$ cat src/rtl/a5_pkg.sv
// Shared definitions for the A5/1 keystream controller: FSM states, lane
// geometry and the per-phase cycle counts.
package a5_pkg;

   typedef enum logic [2:0] {
      ST_IDLE,
      ST_LOAD,
      ST_KEY,
      ST_FRAME,
      ST_MIX,
      ST_STREAM
   } state_e;

   localparam int R1_LEN = 19;
   localparam int R2_LEN = 22;
   localparam int R3_LEN = 23;

   // Tap masks select the bits XORed into the feedback (R1: 13,16,17,18;
   // R2: 20,21; R3: 7,20,21,22).
   localparam logic [R1_LEN-1:0] R1_TAPS = 19'h7_2000;
   localparam logic [R2_LEN-1:0] R2_TAPS = 22'h30_0000;
   localparam logic [R3_LEN-1:0] R3_TAPS = 23'h70_0080;

   localparam int R1_CLK = 8;
   localparam int R2_CLK = 10;
   localparam int R3_CLK = 10;

   localparam int KEY_CYCLES   = 64;
   localparam int FRAME_CYCLES = 22;
   localparam int MIX_COUNT    = 101;
   localparam int KS_COUNT     = 228;

   localparam int CNT_W = 9;

   function automatic logic maj3(input logic a, input logic b, input logic c);
      return (a & b) | (a & c) | (b & c);
   endfunction

endpackage

$ cat src/rtl/a5_lfsr_lane.sv
// One A5/1 LFSR lane: shifts left, new bit = d ^ parity(taps), output is the MSB.
module a5_lfsr_lane #(
   parameter int            LEN     = 19,
   parameter logic [LEN-1:0] TAPS   = '0,
   parameter int            CLK_BIT = 8
) (
   input  logic clk,
   input  logic reset,
   input  logic clear,
   input  logic clk_en,
   input  logic d,
   output logic msb,
   output logic clk_bit
);

   logic [LEN-1:0] lane_q;
   logic [LEN-1:0] lane_d;

   always_comb begin
      lane_d = lane_q;
      if (clear) begin
         lane_d = '0;
      end else if (clk_en) begin
         lane_d = {lane_q[LEN-2:0], d ^ (^(lane_q & TAPS))};
      end
   end

   always_ff @(posedge clk or posedge reset) begin
      if (reset) begin
         lane_q <= '0;
      end else begin
         lane_q <= lane_d;
      end
   end

   assign msb     = lane_q[LEN-1];
   assign clk_bit = lane_q[CLK_BIT];

endmodule

$ cat src/rtl/a5_keystream_ctrl.sv
// A5/1 sequencer: zero-load, key and frame injection, majority mixing, then
// a valid/ready stream of keystream bits ending in a one-cycle done pulse.
module a5_keystream_ctrl
   import a5_pkg::*;
#(
   parameter int KEY_BITS   = KEY_CYCLES,
   parameter int FRAME_BITS = FRAME_CYCLES,
   parameter int MIX_CYCLES = MIX_COUNT,
   parameter int KS_BITS    = KS_COUNT
) (
   input  logic                  clk,
   input  logic                  reset,
   input  logic                  start,
   input  logic [KEY_BITS-1:0]   key,
   input  logic [FRAME_BITS-1:0] frame,
   output logic                  busy,
   output logic                  ks_valid,
   input  logic                  ks_ready,
   output logic                  ks_bit,
   output logic                  done
);

   localparam logic [CNT_W-1:0] KEY_RELOAD   = CNT_W'(KEY_BITS - 1);
   localparam logic [CNT_W-1:0] FRAME_RELOAD = CNT_W'(FRAME_BITS - 1);
   localparam logic [CNT_W-1:0] MIX_RELOAD   = CNT_W'(MIX_CYCLES - 1);
   localparam logic [CNT_W-1:0] KS_RELOAD    = CNT_W'(KS_BITS - 1);

   state_e                  state_q, state_d;
   logic [CNT_W-1:0]        cnt_q, cnt_d;
   logic [KEY_BITS-1:0]     key_sr_q, key_sr_d;
   logic [FRAME_BITS-1:0]   frame_sr_q, frame_sr_d;
   logic                    done_q, done_d;

   logic       lane_clear;
   logic [2:0] lane_en;
   logic [2:0] maj_en;
   logic [2:0] lane_msb;
   logic [2:0] lane_clk;
   logic       inj_bit;
   logic       maj_bit;

   // A lane steps under majority clocking only when its clock bit agrees with the majority.
   assign maj_bit = maj3(lane_clk[0], lane_clk[1], lane_clk[2]);
   assign maj_en  = {lane_clk[2] == maj_bit, lane_clk[1] == maj_bit, lane_clk[0] == maj_bit};

   always_comb begin
      state_d    = state_q;
      cnt_d      = cnt_q;
      key_sr_d   = key_sr_q;
      frame_sr_d = frame_sr_q;
      done_d     = 1'b0;
      lane_clear = 1'b0;
      lane_en    = 3'b000;
      inj_bit    = 1'b0;
      case (state_q)
         ST_IDLE: begin
            if (start) begin
               state_d    = ST_LOAD;
               key_sr_d   = key;
               frame_sr_d = frame;
               cnt_d      = '0;
            end
         end
         ST_LOAD: begin
            lane_clear = 1'b1;
            state_d    = ST_KEY;
            cnt_d      = KEY_RELOAD;
         end
         ST_KEY: begin
            lane_en  = 3'b111;
            inj_bit  = key_sr_q[0];
            key_sr_d = key_sr_q >> 1;
            cnt_d    = cnt_q - 1'b1;
            if (cnt_q == '0) begin
               state_d = ST_FRAME;
               cnt_d   = FRAME_RELOAD;
            end
         end
         ST_FRAME: begin
            lane_en    = 3'b111;
            inj_bit    = frame_sr_q[0];
            frame_sr_d = frame_sr_q >> 1;
            cnt_d      = cnt_q - 1'b1;
            if (cnt_q == '0) begin
               state_d = ST_MIX;
               cnt_d   = MIX_RELOAD;
            end
         end
         ST_MIX: begin
            lane_en = maj_en;
            cnt_d   = cnt_q - 1'b1;
            if (cnt_q == '0) begin
               state_d = ST_STREAM;
               cnt_d   = KS_RELOAD;
            end
         end
         ST_STREAM: begin
            if (ks_ready) begin
               lane_en = maj_en;
               cnt_d   = cnt_q - 1'b1;
               if (cnt_q == '0) begin
                  state_d = ST_IDLE;
                  cnt_d   = '0;
                  done_d  = 1'b1;
               end
            end
         end
         default: begin
            state_d = ST_IDLE;
         end
      endcase
   end

   always_ff @(posedge clk or posedge reset) begin
      if (reset) begin
         state_q    <= ST_IDLE;
         cnt_q      <= '0;
         key_sr_q   <= '0;
         frame_sr_q <= '0;
         done_q     <= 1'b0;
      end else begin
         state_q    <= state_d;
         cnt_q      <= cnt_d;
         key_sr_q   <= key_sr_d;
         frame_sr_q <= frame_sr_d;
         done_q     <= done_d;
      end
   end

   a5_lfsr_lane #(.LEN(R1_LEN), .TAPS(R1_TAPS), .CLK_BIT(R1_CLK)) u_r1 (
      .clk(clk), .reset(reset), .clear(lane_clear), .clk_en(lane_en[0]),
      .d(inj_bit), .msb(lane_msb[0]), .clk_bit(lane_clk[0])
   );

   a5_lfsr_lane #(.LEN(R2_LEN), .TAPS(R2_TAPS), .CLK_BIT(R2_CLK)) u_r2 (
      .clk(clk), .reset(reset), .clear(lane_clear), .clk_en(lane_en[1]),
      .d(inj_bit), .msb(lane_msb[1]), .clk_bit(lane_clk[1])
   );

   a5_lfsr_lane #(.LEN(R3_LEN), .TAPS(R3_TAPS), .CLK_BIT(R3_CLK)) u_r3 (
      .clk(clk), .reset(reset), .clear(lane_clear), .clk_en(lane_en[2]),
      .d(inj_bit), .msb(lane_msb[2]), .clk_bit(lane_clk[2])
   );

   assign busy     = (state_q != ST_IDLE);
   assign ks_valid = (state_q == ST_STREAM);
   assign ks_bit   = ^lane_msb;
   assign done     = done_q;

endmodule

$ cat config.mk
export PLATFORM = sky130hd
export DESIGN_NAME = a5_keystream_ctrl
export DESIGN_NICKNAME = d
export VERILOG_FILES = /design/src/rtl/a5_pkg.sv /design/src/rtl/a5_lfsr_lane.sv /design/src/rtl/a5_keystream_ctrl.sv
export SDC_FILE = /design/constraint.sdc
export NUM_CORES = 1
export LEC_CHECK = 0
export BUFFER_PORTS_ARGS = -buffer_cell sky130_fd_sc_hd__buf_2
export CELL_PAD_IN_SITES_DETAIL_PLACEMENT = 1
export CELL_PAD_IN_SITES_GLOBAL_PLACEMENT = 1
export CORE_MARGIN = 5
export CORE_UTILIZATION = 41
export DETAILED_ROUTE_END_ITERATION = 10
export PLACE_DENSITY = 0.73
export SLEW_MARGIN = 10
export SYNTH_ARGS = -nofsm -noshare
export SYNTH_HDL_FRONTEND = slang
export SYNTH_SLANG_ARGS = --single-unit
$ cat constraint.sdc
create_clock -name clk -period 4.6 [get_ports clk]
set_clock_uncertainty 0.15 [all_clocks]
set_input_delay 0.23 -clock clk [delete_from_list [all_inputs] [get_ports clk]]
set_output_delay 0.23 -clock clk [all_outputs]
set_load 0.03 [all_outputs]
==> results by group <==
Yosys
  – Avg Cell Area, Syn: 10.3 um2
  – Mapped Area: 7750 um2
  – Post-synth EDFFs: 0
  – Mapped Nets: 842
  – Synth Instances: 749
  – Synth Warn #: 0
  – Post-synth top flop: dfrtp_1
  – FF+latch count, synth: 163
  – Seq/Total Area, Yosys: 0.526
  – Synth unique cells: 51
  – FFs w/ async S/R, synth: 1.00

Drt
  – Top Layer Used: met4
  – Final ANT Viol Nets: 0
  – Starting DRT DRC Count: 334
  – Met2 wire len: 10.3 mm
  – Drt via density: 5.26
  – Drt first pass iters: 6
  – Via count: 6023
  – Remaining routing DRC violations: 0
  – Routed WL: 20.0 mm
  – Wire per inst: 17.5 um
  – Wl on met1: 8.73 mm
  – Metal3 WL: 535 um

Placed design
  – Dpl hpwl: 11.6 mm
  – Worst slack at placement: 0.972 ns
  – Dpl cells: 1031
  – GP Congestion: 0.818
  – Number of port buffers: 93

Power and ir drop
  – Clock Power Share: 0.473
  – Net Sw Frac: 0.228
  – Lkg Pwr: 4.22 nW
  – Psw: 0.678 mW
  – Logic pwr share: 0.044
  – Peak VDD IR: 0.000273 V
  – Sequential power share: 0.483
  – Pwr Density: 304 nW/um2
  – Int Power: 2.29 mW

CTS
  – Worst-Skew Late Latency: 0.43 ns
  – Resize count post-CTS: 0
  – CTS Hold Buffers Added: 82
  – Htree depth: 4
  – Clk buf depth: 2
  – CTS root buffer: clkbuf_16
  – Clock sinks: 163
  – CTS tree: done
  – TritonCTS Buffers: 17
  – Postcts setup bufs: 0
  – CTS clk-pin slew, worst paths: 0.07 ns

Hold path
  – Hold depth: 3
  – Worst hold path class: input port to flop
  – Hold Crit Endpoint: key_sr_q[40]
  – Hold_sp: key[40]

Timing
  – Final setup viols: 0
  – Slew Limit Fails: 0
  – Worst Hold Slack: -0.00564 ns
  – Post-route minimum period: 3.68 ns
  – Final worst setup slack: 0.920 ns
  – Fin Setup TNS: 0 ns
  – Fin crit share: 0.800
  – RSZ-0062 raised after global routing: no
  – Slew @ Worst Pin: 1.11 ns
  – Relative slew slack: 0.257
  – FMAX: 0.272 GHz
  – Fin. Hold Viols: 2

Global routing
  – Grt total ovfl: 0
  – Initial antenna violation count: 0
  – Largest net degree at the start of global routing: 128
  – First-pass GRT wire length: 33.9 mm
  – Overall Global Routing Usage: 0.190
  – Vias in the first global route: 6776

Worst setup path
  – CP arrival: 3.84 ns
  – WS Path Type: flop to flop
  – Worst Path Max Fanout: 23
  – Reg2reg end: u_r3.lane_q[11]
  – Flop2flop setup slack: 0.92 ns
  – Crit end category: flop
  – Worst Path Required: 4.76 ns
  – Worst reg2reg path depth: 7
  – CP startpoint kind: flop
  – R2R Path Start: state_q[2]

Layout
  – Post-Layout Cell Count: 1145
  – Ant. Diodes: 0
  – Layout cells sized above 1: 0.194
  – Final Net Count: 991
  – Final Core Density: 0.525
  – Commonest non-fill, non-tap cell in the layout: dfrtp_1
  – Layout area overhead: 26.2%
  – Most frequent cells in the layout: dfrtp_1, mux2i_1, buf_2

Floorplan
  – Starting Density: 0.416
  – Die area: 21800 um2
  – Die width: 147 um
  – Core box area: 18600 um2
  – Row count: 50
  – Top-Level Pins: 94
  – Die Y: 147 um

Outcome
  – Failing checks: hold timing
  – Run status: finished, violations left

Job
  – Number of max-cap violations: 0
sequential cells by signal (all words and copies together), names as in the netlist:
signal,flops
state_q,3
cnt_q,9
key_sr_q,64
u_r2.lane_q,22
u_r3.lane_q,23
frame_sr_q,22
u_r1.lane_q,19
done,1
power by group through the flow:
stage / clock network [mW] / logic (mW) / registers (mW)
finish: 1.40 / 0.132 / 1.43
global route: 1.50 / 0.146 / 1.43
CTS: 1.43 / 0.131 / 1.43
detailed placement: 0 / 0.0763 / 1.46
global placement: 0 / 0.0734 / 1.46
floorplan: 0 / 0.0241 / 1.46
logic make-up after synthesis:
logic type | share of synthesized area
DFF | 0.526
muxes | 0.175
adders and majority gates | 0.00484
buffers and inverters | 0.0486
AOI/OAI and AO/OA | 0.119
and+or+nand+nor | 0.110
xor gates and xnor gates | 0.0158
how the worst max path moves through the flow:
stage,startpoint,end,cells past startpoint
2_1_floorplan,state_q[2],u_r1.lane_q[10],8
3_3_place_gp,state_q[2],u_r3.lane_q[11],7
3_5_place_dp,state_q[2],u_r1.lane_q[6],6
4_1_cts,state_q[2],u_r1.lane_q[6],6
5_1_grt,state_q[2],u_r1.lane_q[6],6
6_report,state_q[2],u_r3.lane_q[11],7
synth_stat cells, types with 3 or more instances:
| library cell | count | area share |
|---|---|---|
| a22o_1 | 3 | 0.0034 |
| nor2_1 | 61 | 0.030 |
| xnor2_1 | 12 | 0.014 |
| ha_1 | 3 | 0.0048 |
| o22ai_1 | 5 | 0.0040 |
| or3b_2 | 3 | 0.0034 |
| a21oi_1 | 27 | 0.017 |
| a31oi_1 | 3 | 0.0024 |
| o31ai_1 | 4 | 0.0039 |
| inv_1 | 39 | 0.019 |
| nor3b_1 | 5 | 0.0048 |
| nand2_1 | 84 | 0.041 |
| dfrtp_1 | 163 | 0.53 |
| and3_1 | 3 | 0.0024 |
| mux2_2 | 31 | 0.045 |
| clkbuf_1 | 35 | 0.017 |
| mux2i_1 | 101 | 0.13 |
| buf_2 | 13 | 0.0084 |
| o21ai_0 | 88 | 0.057 |
| nand3_1 | 3 | 0.0019 |
| nand2b_1 | 3 | 0.0024 |
| o211ai_1 | 18 | 0.017 |
| nor4_1 | 4 | 0.0032 |
through the flow:
| step | total power [mW] | instance area, um2 |
|---|---|---|
| 2_1_floorplan | 1.49 | 7750 |
| 3_3_place_gp | 1.53 | 8380 |
| 3_5_place_dp | 1.54 | 8380 |
| 4_1_cts | 2.99 | 9780 |
| 5_1_grt | 3.08 | 9780 |
| 6_report | 2.97 | 9780 |
metal layers:
metal / GRT usage / vias up
met3: 0.0343 / 36
met1: 0.235 / 3012
met4: 0.0666 / 0
li1: - / 2876
met5: 0 / -
met2: 0.337 / 99
final cells by class:
| type | instances | area [um2] |
|---|---|---|
| Clock inverter | 13 | 123 |
| Inverter | 39 | 150 |
| Clock buffer | 19 | 453 |
| Timing Repair Buffer | 182 | 1360 |
| Fill cell | 2029 | 8860 |
| Tap cell | 234 | 293 |
| Multi-Input combinational cell | 495 | 3320 |
| Sequential cell | 163 | 4080 |
worst max-delay path, stage by stage (launching register included):
cell      delay [ns]
dfrtp_1         0.67
inv_1           0.23
ha_1            0.39
or3b_4          0.46
nor4_2          0.27
buf_4           0.23
nand2b_1        0.73
mux2_2          0.42
No activity file was read; power rests on OpenSTA's default activity.
